File: src/rtl/neuron_activate.sv
// Neuron activation stage: counts TAPS MAC steps, captures the accumulator and bias,
// pulses the MAC clear, then presents ReLU(((acc + bias) >> SHIFT)) saturated to 8 bits.
// Optional: define NEURON_ROUND_EN to round half up before the shift instead of truncating.
module neuron_activate #(
  parameter int TAPS  = 9,
  parameter int SHIFT = 8
) (
  input  logic              clock,
  input  logic              clear,
  input  logic              step,
  input  logic [16:0]       acc_in,
  input  logic signed [9:0] bias,
  output logic              mac_clear_n,
  output logic [7:0]        out_data,
  output logic              out_valid,
  input  logic              out_ready,
  output logic              busy
);

  typedef enum logic [1:0] {ACCUM, CAPTURE, CLEAR, HOLD} state_t;

  localparam logic [7:0] LAST_STEP = 8'(TAPS - 1);

  state_t             state;
  logic [7:0]         count;
  logic [16:0]        acc_q;
  logic signed [9:0]  bias_q;

  // 20 bits: the largest accumulator plus the largest bias does not fit in 18.
  logic signed [19:0] sum;
  logic signed [19:0] biased;
  logic signed [19:0] quot;
  logic [7:0]         act;

`ifdef NEURON_ROUND_EN
  localparam logic signed [19:0] HALF = 20'sd1 <<< (SHIFT - 1);
`endif

  // NOTE: every signal assigned in always_comb gets a value on every path, so no latch is inferred.
  always_comb begin
    sum = $signed({3'b000, acc_q}) + $signed({{10{bias_q[9]}}, bias_q});
`ifdef NEURON_ROUND_EN
    biased = sum + HALF;
`else
    biased = sum;
`endif
    quot = biased >>> SHIFT;
    if (sum < 0)
      act = 8'h00;
    else if (quot > 20'sd255)
      act = 8'hFF;
    else
      act = quot[7:0];
  end

  // NOTE: sequential state uses non-blocking assignments only, so every read sees pre-edge values.
  always_ff @(posedge clock) begin
    if (!clear) begin
      state       <= ACCUM;
      count       <= '0;
      acc_q       <= '0;
      bias_q      <= '0;
      out_data    <= '0;
      out_valid   <= 1'b0;
      mac_clear_n <= 1'b0;
    end else begin
      // The MAC clear is low only for the single cycle spent in CLEAR.
      mac_clear_n <= 1'b1;
      unique case (state)
        ACCUM: begin
          if (step) begin
            if (count == LAST_STEP) begin
              count <= '0;
              state <= CAPTURE;
            end else begin
              count <= count + 8'd1;
            end
          end
        end
        CAPTURE: begin
          acc_q       <= acc_in;
          bias_q      <= bias;
          mac_clear_n <= 1'b0;
          state       <= CLEAR;
        end
        CLEAR: begin
          out_data  <= act;
          out_valid <= 1'b1;
          state     <= HOLD;
        end
        HOLD: begin
          if (out_ready) begin
            out_valid <= 1'b0;
            state     <= ACCUM;
          end
        end
        default: state <= ACCUM;
      endcase
    end
  end

  assign busy = (state != ACCUM);

endmodule
File: config.mk
export PLATFORM = sky130hd
export DESIGN_NAME = neuron_activate
export DESIGN_NICKNAME = d
export VERILOG_FILES = /design/src/rtl/neuron_activate.sv
export SDC_FILE = /design/constraint.sdc
export NUM_CORES = 1
export LEC_CHECK = 0
export BUFFER_PORTS_ARGS = -buffer_cell sky130_fd_sc_hd__buf_4
export CAP_MARGIN = 20
export CORE_UTILIZATION = 50
export CTS_CLUSTER_DIAMETER = 30
export DETAILED_ROUTE_END_ITERATION = 8
export GPL_ROUTABILITY_DRIVEN = 0
export GPL_TIMING_DRIVEN = 1
export PLACE_DENSITY = 0.72
export SYNTH_ARGS = -nofsm -noshare
export SYNTH_HDL_FRONTEND = slang
export SYNTH_SLANG_ARGS = --single-unit
File: constraint.sdc
create_clock -name clock -period 6.75 [get_ports clock]
set_input_delay 1.35 -clock clock [delete_from_list [all_inputs] [get_ports clock]]
set_output_delay 1.35 -clock clock [all_outputs]
set_load 0.005 [all_outputs]
==> impl_summary.log, run 1 <==
INFO  metric cts_root_buffer = sky130_fd_sc_hd__clkbuf_8
INFO  metric floorplan.io_pins = 42
INFO  metric h_tree_level_count = 2
INFO  metric die-area = 5377 um^2
INFO  metric relSlewSlack = 0.4213
INFO  metric hold_crit_path_type = flop to flop
INFO  metric synth_async_sr_flop_share = 0
INFO  metric post_synth_instance_area = approximately 2500 um^2
INFO  metric number_of_antenna_violations_at_the_first_check_in_global_routing = 0
INFO  metric dieWidth = between 70 and 80 um
INFO  metric leakagePower = between 1 and 1.5 nW
INFO  metric number_of_synthesized_flops_with_an_enable_pin = 0
INFO  metric cts-buffers-inserted = 5
INFO  metric sequential_share_of_the_synthesized_area = 0.3699
INFO  metric period_minus_slack = between 2000 and 3000 ps
INFO  metric final_critical_path_setup_slack = about 3800 ps
INFO  metric post_cts.resized_instances = 0
INFO  metric globalRoute.totalOverflow = 0
INFO  metric clk_latency = 310 ps
INFO  metric worstPathMaxFanout = 33
INFO  metric first_pass_iters = 4
INFO  metric crit_path_end_kind = flop
INFO  metric ir_drop = about 0.00016 V
INFO  metric floorplan.core_area = about 4800 um^2
INFO  metric route.vias.total = roughly 2.1k
INFO  metric netlist_instances = between 200 and 300
INFO  metric final.setup.tns = 0 ps
INFO  metric maxCapViolCount = 0
INFO  metric startpoint_type = primary input
INFO  metric grt_max_degree = 34
INFO  metric floorplan.rows = 25
INFO  metric report.final.hold_viol_count = 0
INFO  metric layout.cells.most_common_list = sky130_fd_sc_hd__dfxtp_1, sky130_fd_sc_hd__nor2_1, sky130_fd_sc_hd__buf_4
INFO  metric max_freq = between 300 and 400 MHz
INFO  metric final_antenna_net_count = 0
INFO  metric layout.nets = around 380
INFO  metric syn_nets = around 340
INFO  metric final_setup_violation_count = 0
INFO  metric max_slew.worst_pin.slew = 862.7 ps
INFO  metric gr-usage-all-layers = 0.1942
INFO  metric required = between 6000 and 7000 ps
INFO  metric first_iter_violations = between 80 and 90
INFO  metric pwr_density_cell = 270.0 nW/um^2
INFO  metric initial_core_util = 0.5281
INFO  metric global_route_wire_length_before_repair = between 7000 and 8000 um
INFO  metric cts.hold.buffers_added = 0
INFO  metric wirelength = 4757 um
INFO  metric crit_type = primary input to flop
INFO  metric rsz_0062_raised_after_global_routing = false
INFO  metric drt_drc_violations_left = 0
INFO  metric outcome = complete, no violations
INFO  metric clock_transition_at_the_registers_of_the_reported_paths = around 80 ps
INFO  metric slew_viol_final = 0
INFO  metric route.detailed.wl_per_inst = between 10 and 15 um
INFO  metric synth-seq-cells = 47
INFO  metric finalCritPeriodShare = 0.4328
INFO  metric n_fill_cell = roughly 460
INFO  metric cts_post_setup_buffers_inserted = 0
INFO  metric dpl_worst_slack = between 3000 and 4000 ps
INFO  metric tritoncts = done
INFO  metric clk_path_buf_depth = 2
INFO  metric cp.arrival = approximately 3200 ps
INFO  metric floorplan.die.height = around 73 um
INFO  metric synth.lib_cells_used.distinct = 40
INFO  metric num_antenna_cells = 0
INFO  metric syn2layout_area_growth = 18.10%
INFO  metric fraction_of_final_layout_cells_with_drive_strength_greater_than_1 = 0.1728
INFO  metric finalClockSkew = roughly 9.3 ps
INFO  metric ys.warnings.count = 0
INFO  metric clkSinkCount = 47
INFO  metric mostFrequentLayoutCell = sky130_fd_sc_hd__dfxtp_1
INFO  metric synth_ff_type = sky130_fd_sc_hd__dfxtp_1
INFO  metric port_buffers = slightly above 40
INFO  metric dp_hpwl = roughly 3600 um
INFO  metric syn_area_per_cell = around 9.0 um^2
INFO  metric avgViaCountPerCell = 5.317
INFO  metric first_global_vias = between 1.5k and 2k
==> power breakdown <==
part	switching [W]	total, W	internal (W)
registers	0.0000279	0.000343	0.000315
clock network	0.0000938	0.000187	0.0000932
logic	0.000149	0.000281	0.000132
total	0.000270	0.000811	0.000541
==> per-layer routing <==
metal  routed length [um]  vias up  global-route usage
li1                     -     1095                   -
met2                 2227       33              0.3251
met4                   59        0             0.08974
met3                  170        7             0.04115
met1                 2299      944              0.2391
met5                    0        -                   0
==> kinds of logic (layout without fill, tap and decap cells) <==
family	Yosys count	count (layout)	synth area share
buffers and inverters	21	62	0.03443
flip-flops	47	47	0.3699
multiplexers	29	29	0.1141
AND/OR/NAND/NOR	92	92	0.1687
adder cells (fa/ha/maj)	24	24	0.1181
XOR/XNOR	15	15	0.05165
AO/OA/AOI/OAI	55	55	0.1431
==> final cells by class <==
| type | count | area (um^2) | share of cell area |
|---|---|---|---|
| Multi-Input combinational cell | 215 | 1515 | 0.5044 |
| Sequential cell | 47 | 940.9 | 0.3132 |
| Timing Repair Buffer | 42 | 315.3 | 0.1050 |
| Clock buffer | 7 | 96.34 | 0.03207 |
| Tap cell | 67 | 83.83 | 0.02791 |
| Inverter | 12 | 45.04 | 0.01499 |
| Clock inverter | 1 | 7.507 | 0.002499 |
==> final timing paths <==
kind | from | endpoint | slack [ps] | depth (start not counted)
setup / recovery | clear | out_data[4]$_SDFFE_PN0P_ | 3830 | 5
hold / removal | out_data[2]$_SDFFE_PN0P_ | out_data[2]$_SDFFE_PN0P_ | 460 | 2
setup reg to reg | bias_q[9]$_SDFFE_PN0N_ | out_data[6]$_SDFFE_PN0P_ | 4010 | 8
hold reg to reg | out_data[2]$_SDFFE_PN0P_ | out_data[2]$_SDFFE_PN0P_ | 460 | 2
==> synthesized netlist by cell type (2+ instances only) <==
library cell	n	area, um^2
sky130_fd_sc_hd__nor2_1	42	157.7
sky130_fd_sc_hd__xor2_1	9	78.83
sky130_fd_sc_hd__and3_1	3	18.77
sky130_fd_sc_hd__xnor2_1	6	52.55
sky130_fd_sc_hd__o211ai_1	2	15.01
sky130_fd_sc_hd__clkbuf_1	7	26.28
sky130_fd_sc_hd__o21ai_1	4	20.02
sky130_fd_sc_hd__a21oi_1	11	55.05
sky130_fd_sc_hd__a22oi_1	2	15.01
sky130_fd_sc_hd__a211oi_1	9	67.56
sky130_fd_sc_hd__dfxtp_1	47	940.9
sky130_fd_sc_hd__and2_1	3	18.77
sky130_fd_sc_hd__nand4_1	6	37.54
sky130_fd_sc_hd__nand3_1	9	45.04
sky130_fd_sc_hd__o21ai_0	11	55.05
sky130_fd_sc_hd__or3_1	3	18.77
sky130_fd_sc_hd__nand2_1	17	63.81
sky130_fd_sc_hd__mux2i_1	29	290.3
sky130_fd_sc_hd__o21bai_1	2	15.01
sky130_fd_sc_hd__nor3_1	3	15.01
sky130_fd_sc_hd__inv_1	11	41.29
sky130_fd_sc_hd__a21o_1	3	22.52
sky130_fd_sc_hd__a211oi_2	2	25.02
sky130_fd_sc_hd__ha_1	24	300.3
sky130_fd_sc_hd__a31oi_1	3	18.77
==> critical path: stages <==
cell	delay (ps)
sky130_fd_sc_hd__buf_4	100
sky130_fd_sc_hd__clkinv_1	660
sky130_fd_sc_hd__nor2_1	740
sky130_fd_sc_hd__nand2_1	110
sky130_fd_sc_hd__a22oi_1	190
==> through the flow <==
| stage | hold WS, ps | instance area (um^2) | total power [W] | cells | utilization |
|---|---|---|---|---|---|
| 2_1_floorplan | 446.0 | 2544 | 0.0005638 | 283 | - |
| 3_3_place_gp | 439.0 | 2900 | 0.0006250 | 383 | 0.6021 |
| 3_5_place_dp | 444.2 | 2900 | 0.0006295 | 383 | 0.6021 |
| 4_1_cts | 458.6 | 3004 | 0.0008219 | 391 | 0.6236 |
| 5_1_grt | 475.2 | 3004 | 0.0008675 | 391 | 0.6236 |
| 6_report | 455.1 | 3004 | 0.0008110 | 391 | 0.6236 |
==> state kept, by name, indices dropped and copies added (netlist names) <==
register / count
acc_q: 17
mac_clear_n: 1
state: 2
out_data: 8
count: 8
out_valid: 1
bias_q: 10
Power figures use the tool's default switching activity.
==> inputs of run 2 (changes only) <==
clock period = 2.7 ns   (was 6.75 ns; I/O delays follow)
==> run 2 against run 1 <==
Effect of this change:
- flip-flop and latch count unchanged
- via count is 0.19% lower
- total power grew to 2.6 times the previous value
- critical path depth grew 3
- die area unchanged
- register-to-register slack got worse by 3700 ps
- setup slack got worse by 3500 ps
- clock-buffer cell count shrank 1
- clock power rose to 2.9 times the previous value
- final cell count is 0.77% higher
- combinational power increased to 2.6 times the previous value
- global-route usage shrank 0.24 points
- largest power group unchanged
- highest routed layer unchanged
==> impl_summary.log, run 2 (synthesis gave the netlist of run 1 again) <==
INFO  metric hold_crit_path_type = flop to flop
INFO  metric report.final.hold_viol_count = 0 (unchanged)
INFO  metric crit_type = flop to flop
INFO  metric r2r.worst_path.cells = 8 (unchanged)
INFO  metric post_cts.resized_instances = 0 (unchanged)
INFO  metric leakagePower = 1.343 nW (+2.2%)
INFO  metric port_buffers = 41 (unchanged)
INFO  metric first_iter_violations = 97 (+14%)
INFO  metric clkSinkCount = 47 (unchanged)
INFO  metric clk_latency = 310 ps (about the same)
INFO  metric finalCoreUtilization = 0.6338 (+0.01013)
INFO  metric total_power = 0.002127 W (+160%)
INFO  metric top_register = acc_q
INFO  metric required = 2880 ps (-4100 ps)
INFO  metric clk_path_buf_depth = 2 (unchanged)
INFO  metric floorplan.io_pins = 42 (unchanged)
INFO  metric startpoint_type = flop
INFO  metric num_antenna_cells = 0 (unchanged)
INFO  metric die-area = 5377 um^2 (unchanged)
INFO  metric rsz_0062_raised_after_global_routing = false
INFO  metric final.setup.tns = 0 ps (unchanged)
INFO  metric syn2layout_area_growth = 20.02%
INFO  metric mostFrequentLayoutCell = sky130_fd_sc_hd__dfxtp_1
INFO  metric tritoncts = done
INFO  metric global_route_wire_length_before_repair = 7948 um (-0.53%)
INFO  metric grt_max_degree = 33 (-2.9%)
INFO  metric largest_register_ff_count = 17 (unchanged)
INFO  metric max_freq = around 420 MHz
INFO  metric worstPathMaxFanout = 8 (-76%)
INFO  metric globalRoute.totalOverflow = 0 (unchanged)
INFO  metric period_minus_slack = roughly 2400 ps
INFO  metric gr-usage-all-layers = 0.1918 (-0.002373)
INFO  metric avgViaCountPerCell = 5.266 (-0.95%)
INFO  metric cts-buffers-inserted = 5 (unchanged)
INFO  metric final_antenna_net_count = 0 (unchanged)
INFO  metric cp.arrival = 2580 ps (-570 ps)
INFO  metric route.vias.total = 2075 (-0.19%)
INFO  metric maxCapViolCount = 0 (unchanged)
INFO  metric finalCritPeriodShare = 0.8854
INFO  metric route.detailed.wl_per_inst = 12.26 um (+0.74%)
INFO  metric outcome = complete, no violations
INFO  metric ir_drop = 0.0004287 V (+170%)
INFO  metric relSlewSlack = 0.5661 (+0.1447)
INFO  metric floorplan.die.height = 73.33 um (unchanged)
INFO  metric first_pass_iters = 4 (unchanged)
INFO  metric number_of_antenna_violations_at_the_first_check_in_global_routing = 0 (unchanged)
INFO  metric critical_path.reg2reg.startpoint = acc_q[10]$_SDFFE_PN0N_
INFO  metric floorplan.rows = 25 (unchanged)
INFO  metric crit_end = out_data[5]$_SDFFE_PN0P_
INFO  metric cts_post_setup_buffers_inserted = 0 (unchanged)
INFO  metric pwr_density_cell = 696.7 nW/um^2 (+160%)
INFO  metric wirelength = 4829 um (+1.5%)
INFO  metric reg.largest.list = acc_q (17), bias_q (10)
INFO  metric initial_core_util = 0.5281 (unchanged)
INFO  metric layout.nets = 381 (+0.79%)
INFO  metric slew_viol_final = 0 (unchanged)
INFO  metric cts_root_buffer = sky130_fd_sc_hd__clkbuf_8
INFO  metric cts.hold.buffers_added = 0 (unchanged)
INFO  metric drt_drc_violations_left = 0 (unchanged)
INFO  metric h_tree_level_count = 2 (unchanged)
INFO  metric timing.rr.end = out_data[5]$_SDFFE_PN0P_
INFO  metric floorplan.core_area = 4817 um^2 (unchanged)
INFO  metric dp_hpwl = 3604 um (-0.17%)
INFO  metric crit_path_end_kind = flop
INFO  metric final_setup_violation_count = 0 (unchanged)
INFO  metric max_slew.worst_pin.slew = 650.9 ps (-211.7 ps)
INFO  metric fraction_of_final_layout_cells_with_drive_strength_greater_than_1 = 0.1804 (+0.007589)
INFO  metric timing.reg2reg.setup_slack = 310 ps (-3700 ps)
INFO  metric layout.cells.most_common_list = sky130_fd_sc_hd__dfxtp_1, sky130_fd_sc_hd__buf_4, sky130_fd_sc_hd__nor2_1
INFO  metric clock_transition_at_the_registers_of_the_reported_paths = 80 ps (about the same)
INFO  metric first_global_vias = 1846 (-2.6%)
INFO  metric crit_start = acc_q[10]$_SDFFE_PN0N_
INFO  metric finalClockSkew = 7.032 ps (-2.245 ps)
INFO  metric dieWidth = 73.33 um (unchanged)
## run 2: metrics by stage
step	hold slack, ps	worst slack (ps)	instances	instance area [um^2]
floorplan	446.0	292.4	283	2544
global placement	440.6	331.5	386	2935
detailed placement	447.8	339.7	386	2935
CTS	455.5	305.2	394	3053
global route	464.2	76.29	394	3053
finish	460.3	309.4	394	3053
## run 2: how the worst min path moves through the flow
stage	start	to	slack [ps]	cells past startpoint
CTS	acc_in[1]	acc_q[1]$_SDFFE_PN0N_	460	3
finish	out_data[1]$_SDFFE_PN0P_	out_data[1]$_SDFFE_PN0P_	460	2
detailed placement	out_data[1]$_SDFFE_PN0P_	out_data[1]$_SDFFE_PN0P_	450	2
floorplan	out_data[0]$_SDFFE_PN0P_	out_data[0]$_SDFFE_PN0P_	450	2
global placement	out_data[2]$_SDFFE_PN0P_	out_data[2]$_SDFFE_PN0P_	440	2
global route	acc_in[16]	acc_q[16]$_SDFFE_PN0N_	460	3
## run 2: worst max-delay path: stages, from the launching register on
cell and delay, ps:
sky130_fd_sc_hd__dfxtp_1 320, sky130_fd_sc_hd__ha_1 350, sky130_fd_sc_hd__a21o_1 200, sky130_fd_sc_hd__a21o_1 180, sky130_fd_sc_hd__a21o_1 190, sky130_fd_sc_hd__o21a_1 180, sky130_fd_sc_hd__or3_1 440, sky130_fd_sc_hd__a211oi_1 310
sky130_fd_sc_hd__o21ai_0 100
## run 2: routing by layer
layer,up-vias,track usage,part of all wire
met5,-,0,0
met4,0,0.07692,0.014
met3,6,0.04527,0.038
met2,33,0.3148,0.47
met1,943,0.2430,0.48
li1,1093,-,-
## run 2: area by class of cell
cell class                      count  area [um^2]
Clock buffer                        6        82.58
Timing Repair Buffer               45        350.3
Tap cell                           67        83.83
Fill cell                         441         1764
Multi-Input combinational cell    215         1515
Clock inverter                      2        35.03
Sequential cell                    47        940.9
Inverter                           12        45.04
## run 2: power breakdown
part	switching (W)	internal [W]	total, W
combinational	0.000389	0.000355	0.000744
clock	0.000234	0.000300	0.000534
sequential	0.0000614	0.000788	0.000849
total	0.000685	0.00144	0.00213
